<file path="config.mk">
export PLATFORM = sky130hd
export DESIGN_NAME = instruction_fetch_queue
export DESIGN_NICKNAME = d
export VERILOG_FILES = /design/src/rtl/instruction_fetch_queue.sv
export SDC_FILE = /design/constraint.sdc
export NUM_CORES = 1
export LEC_CHECK = 0
export BUFFER_PORTS_ARGS = -buffer_cell sky130_fd_sc_hd__buf_2
export CAP_MARGIN = 5
export CORE_MARGIN = 2
export CORE_UTILIZATION = 35
export CTS_CLUSTER_SIZE = 40
export DETAILED_ROUTE_END_ITERATION = 6
export PLACE_DENSITY = 0.64
export SLEW_MARGIN = 15
export SYNTH_ARGS = -nofsm -noshare
export SYNTH_HDL_FRONTEND = slang
export SYNTH_SLANG_ARGS = --single-unit
</file>
<file path="constraint.sdc">
create_clock -name clk_in -period 5.4 [get_ports clk_in]
set_input_delay 0.54 -clock clk_in [delete_from_list [all_inputs] [get_ports clk_in]]
set_output_delay 0.54 -clock clk_in [all_outputs]
set_load 0.01 [all_outputs]
</file>
<file path="src/rtl/instruction_fetch_queue.sv">
// Instruction fetch unit: PC sequencing with JAL/branch prediction, icache/memory
// fetch FSM and a circular queue of {pc, inst, pred} feeding the decoder.
module instruction_fetch_queue #(
    parameter int unsigned ADDR_W = 32,
    parameter int unsigned INST_W = 32,
    parameter int unsigned DEPTH = 4,
    parameter logic [ADDR_W-1:0] RESET_PC = '0
) (
    input  logic                         clk_in,
    input  logic                         rst_in,
    input  logic                         rdy_in,
    input  logic                         clr_in,
    input  logic [ADDR_W-1:0]            clr_pc,
    output logic [ADDR_W-1:0]            ic_fetch_addr,
    input  logic                         ic_hit,
    input  logic [INST_W-1:0]            ic_hit_inst,
    output logic                         ic_upd_valid,
    output logic [ADDR_W-1:0]            ic_upd_addr,
    output logic [INST_W-1:0]            ic_upd_inst,
    output logic                         mc_req_valid,
    output logic [ADDR_W-1:0]            mc_req_addr,
    input  logic                         mc_req_accept,
    input  logic                         mc_resp_valid,
    input  logic [INST_W-1:0]            mc_resp_inst,
    output logic [ADDR_W-1:0]            pr_pc,
    input  logic                         pr_taken,
    output logic                         dc_valid,
    input  logic                         dc_ready,
    output logic [ADDR_W-1:0]            dc_pc,
    output logic [INST_W-1:0]            dc_inst,
    output logic                         dc_pred,
    output logic [$clog2(DEPTH):0]       count
);

    localparam int unsigned PTR_W = $clog2(DEPTH);
    localparam int unsigned CNT_W = PTR_W + 1;

    typedef enum logic [1:0] {
        IDLE,
        WAIT_MC,
        DROP
    } state_t;

    state_t state, state_nx;

    logic [ADDR_W-1:0] pc, pc_nx, next_pc;
    logic [PTR_W-1:0]  head, tail;
    logic [CNT_W-1:0]  cnt;
    logic              full;
    logic              push, pop;
    logic              req_nx, upd_nx;

    logic [ADDR_W-1:0] q_pc   [DEPTH];
    logic [INST_W-1:0] q_inst [DEPTH];
    logic              q_pred [DEPTH];

    logic [INST_W-1:0] fetch_inst;
    logic [6:0]        opcode;
    logic              is_jal, is_br, pred;
    logic [ADDR_W-1:0] j_imm, b_imm;

    assign ic_fetch_addr = pc;
    assign pr_pc         = pc;
    assign mc_req_addr   = pc;

    assign full     = (cnt == CNT_W'(DEPTH));
    assign dc_valid = (cnt != '0);
    assign dc_pc    = q_pc[head];
    assign dc_inst  = q_inst[head];
    assign dc_pred  = q_pred[head];
    assign count    = cnt;

    // Only IDLE pushes from the icache; WAIT_MC pushes the memory response.
    assign fetch_inst = (state == IDLE) ? ic_hit_inst : mc_resp_inst;
    assign opcode     = fetch_inst[6:0];
    assign is_jal     = (opcode == 7'b1101111);
    assign is_br      = (opcode == 7'b1100011);
    assign pred       = is_jal | (is_br & pr_taken);

    assign j_imm = {{(ADDR_W-21){fetch_inst[31]}}, fetch_inst[31], fetch_inst[19:12],
                    fetch_inst[20], fetch_inst[30:21], 1'b0};
    assign b_imm = {{(ADDR_W-13){fetch_inst[31]}}, fetch_inst[31], fetch_inst[7],
                    fetch_inst[30:25], fetch_inst[11:8], 1'b0};

    always_comb begin
        next_pc = pc + ADDR_W'(4);
        if (is_jal) begin
            next_pc = pc + j_imm;
        end else if (is_br && pr_taken) begin
            next_pc = pc + b_imm;
        end
    end

    always_ff @(posedge clk_in or negedge rst_in) begin
        if (!rst_in) begin
            state <= IDLE;
        end else if (rdy_in) begin
            state <= state_nx;
        end
    end

    always_comb begin
        state_nx = state;
        pc_nx    = pc;
        push     = 1'b0;
        pop      = dc_valid && dc_ready;
        req_nx   = mc_req_valid;
        upd_nx   = 1'b0;
        if (clr_in) begin
            pop    = 1'b0;
            req_nx = 1'b0;
            pc_nx  = clr_pc;
            case (state)
                IDLE:    if (mc_req_valid && mc_req_accept) state_nx = DROP;
                // A response coinciding with the flush is the stale one itself.
                default: state_nx = mc_resp_valid ? IDLE : DROP;
            endcase
        end else begin
            case (state)
                IDLE: begin
                    if (mc_req_valid) begin
                        if (mc_req_accept) begin
                            req_nx   = 1'b0;
                            state_nx = WAIT_MC;
                        end
                    end else if (!full) begin
                        if (ic_hit) begin
                            push  = 1'b1;
                            pc_nx = next_pc;
                        end else begin
                            req_nx = 1'b1;
                        end
                    end
                end
                WAIT_MC: begin
                    if (mc_resp_valid) begin
                        push     = 1'b1;
                        upd_nx   = 1'b1;
                        pc_nx    = next_pc;
                        state_nx = IDLE;
                    end
                end
                DROP: begin
                    if (mc_resp_valid) state_nx = IDLE;
                end
                default: state_nx = IDLE;
            endcase
        end
    end

    always_ff @(posedge clk_in or negedge rst_in) begin
        if (!rst_in) begin
            pc           <= RESET_PC;
            head         <= '0;
            tail         <= '0;
            cnt          <= '0;
            mc_req_valid <= 1'b0;
            ic_upd_valid <= 1'b0;
            ic_upd_addr  <= '0;
            ic_upd_inst  <= '0;
            for (int unsigned i = 0; i < DEPTH; i++) begin
                q_pc[i]   <= '0;
                q_inst[i] <= '0;
                q_pred[i] <= 1'b0;
            end
        end else if (rdy_in) begin
            pc           <= pc_nx;
            mc_req_valid <= req_nx;
            ic_upd_valid <= upd_nx;
            if (upd_nx) begin
                ic_upd_addr <= pc;
                ic_upd_inst <= mc_resp_inst;
            end
            if (clr_in) begin
                head <= '0;
                tail <= '0;
                cnt  <= '0;
            end else begin
                if (push) begin
                    q_pc[tail]   <= pc;
                    q_inst[tail] <= fetch_inst;
                    q_pred[tail] <= pred;
                    tail         <= tail + PTR_W'(1);
                end
                if (pop) begin
                    head <= head + PTR_W'(1);
                end
                cnt <= cnt + CNT_W'(push) - CNT_W'(pop);
            end
        end
    end

endmodule

</file>
==> impl_metrics.yaml <==
synthesis:
  synth.distinct_cells: 71
  avgSynthCellArea_sq_um: 10.8
  ys_seq_area_share_pct: 45.8
  synth_edf_count: 0
  synthFlopType: "dfrtp_1"
  netlist.area_leader.share_pct: 45.8
  synthCells: 1857
  ys_async_sr_fraction_pct: 100
  synth_fp_nets: 2021
  post-synth-top-area-cell: "dfrtp_1"
  yosysWarnings: 0
  ys_ff_latch: 367
  synthTopCellsByArea: "dfrtp_1, mux2_2, mux4_2, o21ai_0, nand2_1"
  synth.cell_area_sq_um: 20000
clock_network:
  cts_setup_buffers: 0
  clock_latency_ns: 0.58
  root_buffer: "clkbuf_16"
  cts_buffer_depth: 3
  clk_pin_slew_worst_paths_ns: 0.06
  cts_resized: 0
  cts_tree: "yes"
  cts_buffers: 42
  cts.sinks: 367
  cts_max_level: 2
  ctsHoldBuffers: 0
routing:
  wire_per_inst_um: 21.8
  routed_wl_um: 62300
  first_iter_violations: 1016
  drc_errors: 0
  via_per_inst: 5.42
  ant_nets: 0
  firstDrtPassIters: 7
  vias: 15500
placement:
  dp_cells: 2785
  place_congestion: 0.906
  portBuffers: 335
  post-dp-hpwl_um: 43600
  place_ws_ns: 0.736
global_routing:
  grt_pass1_vias: 15500
  grt.total_usage_pct: 20.8
  grt_overflow: 0
  antenna_found_initial: 18
  grt_pass1_wl_um: 95600
  grt_max_degree: 140
setup_path:
  crit_type: "flop to flop"
  rrSetupSlack_ns: 0.71
  start_kind: "flop"
  arrival_ns: 5.14
  critPathMaxFanout: 18
  crit_path_end_kind: "flop"
  required_ns: 5.85
power_and_ir_drop:
  power_density_nw_per_um2: 655
  p_leak_nw: 11.1
  ir_drop_mv: 0.359
  power_mw: 15.4
die:
  start_util_pct: 35.5
  core_area_sq_um: 56500
  fp.dieH_um: 243
  die_w_um: 243
  dieArea_sq_um: 59200
  placementRows: 87
  ioPinCount: 336
sta:
  post-route-min-period_ns: 4.69
  hold_slack_ns: 0.0695
  hold_viol_final: 0
  fin_skew_ns: 0.0235
  tightest_slew_ns: 1.02
  fin_ws_ns: 0.708
  slew_headroom_pct: 31.2
  final-setup-viol-count: 0
  clock.fmax_ghz: 0.213
  period_share_pct: 86.9
  maxSlewViolCount: 0
  setup_tns_ns: 0
  grt_setup_unrepaired: "false"
finish:
  finalNetCount: 2237
  nFillCells: 5357
  drive_gt1_share_pct: 34.1
  fin_cells: 2862
  area.growth.synth_to_final_pct: 17.1
worst_hold_path:
  hp-class: "input pin to asynchronous set/reset pin"
run_status:
  status: "complete, no violations"
job:
  maxCapViolations: 0
synth_stat cells, types with 10 or more instances:
cell,instances
a21oi_1,84
xnor2_1,32
nor3_1,11
buf_1,16
nand3_1,30
xor2_1,18
mux2i_1,41
o21ai_0,198
a21o_1,20
a211oi_1,14
nand4_1,10
or3_1,13
ha_1,56
mux2_2,190
clkbuf_1,106
nor2_1,54
o22ai_1,12
inv_1,50
mux4_2,65
dfrtp_1,367
nand2_1,222
o211ai_1,12
buf_4,64
and3_1,16
flip-flops by register name, summed over array words and instances, names as in the netlist:
signal and flops:
head 2, ic_fetch_addr 32, q_pc 128, q_pred 4, ic_upd_addr 32, ic_upd_valid 1
ic_upd_inst 32, count 3, mc_req_valid 1, state 2, q_inst 128, tail 2
per-stage QoR:
step	cell area (sq um)	util, %
after floorplan	20000	-
final	23500	41.6
after global routing	23500	41.6
after global placement	22100	39.0
after detailed placement	22100	39.0
after CTS	23500	41.5
layer usage:
layer	global-route usage [%]	routed length [um]	vias to the layer above
met2	33.1	28900	554
met1	28.5	27600	7765
met5	0	139	-
li1	-	-	7058
met3	5.05	4380	100
met4	5.05	1300	22
power by group:
group	leakage, nW	switching, mW	internal [mW]	total, mW
clock	0.693	1.21	1.78	2.98
combinational	5.65	4.17	3.30	7.47
sequential	4.79	1.11	3.81	4.92
final cells by class:
cell class,instances,area [sq um],area share [%]
Clock buffer,51,1120,4.79
Sequential cell,367,9190,39.1
Clock inverter,21,290,1.24
Inverter,50,188,0.799
Tap cell,756,946,4.03
Antenna cell,5,12.5,0.0533
Multi-Input combinational cell,1243,9730,41.4
Timing Repair Buffer,369,2000,8.53
critical path, cell delays in order (launching register included):
cell	delay, ns
dfrtp_1	0.38
inv_1	0.11
ha_2	0.67
buf_4	0.36
mux2i_1	0.43
inv_1	0.11
ha_1	0.34
a21o_1	0.20
a221oi_2	0.40
o211ai_1	0.23
a311o_1	0.37
nand3_1	0.15
nand2_1	0.12
a221o_1	0.34
a221oi_2	0.28
a21oi_1	0.06
path summary, 6_finish.rpt:
path	depth (start not counted)	end	startpoint
max	15	ic_fetch_addr[23]	state[1]
min	1	ic_upd_inst[30]	rst_in
max reg2reg	15	ic_fetch_addr[23]	state[1]
min reg2reg	2	q_inst[25]	q_inst[25]
max in group asynchronous	2	q_pc[119]	rst_in
min in group clk_in	2	ic_fetch_addr[0]	clr_pc[0]
cell families after synthesis:
family,count (synthesis),synth area share (%)
AND/OR/NAND/NOR,403,9.08
flip-flops,367,45.8
buffers and inverters,247,5.92
adder cells (fa/ha/maj),59,3.79
AO/OA/AOI/OAI,435,13.2
XOR/XNOR,50,2.18
multiplexers,296,20.0
cells in the final DEF, fill, tap and decap left out, types with 8 or more instances in the layout:
cell type	Yosys	final
nor3_1	11	10
mux4_2	65	65
a221oi_1	8	8
buf_4	64	29
and3_1	16	16
o22ai_1	12	12
nand2_1	222	218
o21ai_0	198	198
or3_1	13	13
nand2b_1	8	8
nor2_1	54	54
a22oi_1	8	8
dfrtp_1	367	365
o221ai_1	9	9
ha_1	56	55
xnor2_1	32	32
clkbuf_16	0	42
nand3_1	30	29
nor2b_1	9	9
a21o_1	20	20
mux2i_1	41	41
a31oi_1	9	9
xor2_1	18	18
nand4_1	10	10
inv_1	50	50
a211oi_1	14	14
mux2_2	190	190
buf_2	9	334
a21oi_1	84	84
o211ai_1	12	12
Note: power is estimated with default switching activity, not from simulation.
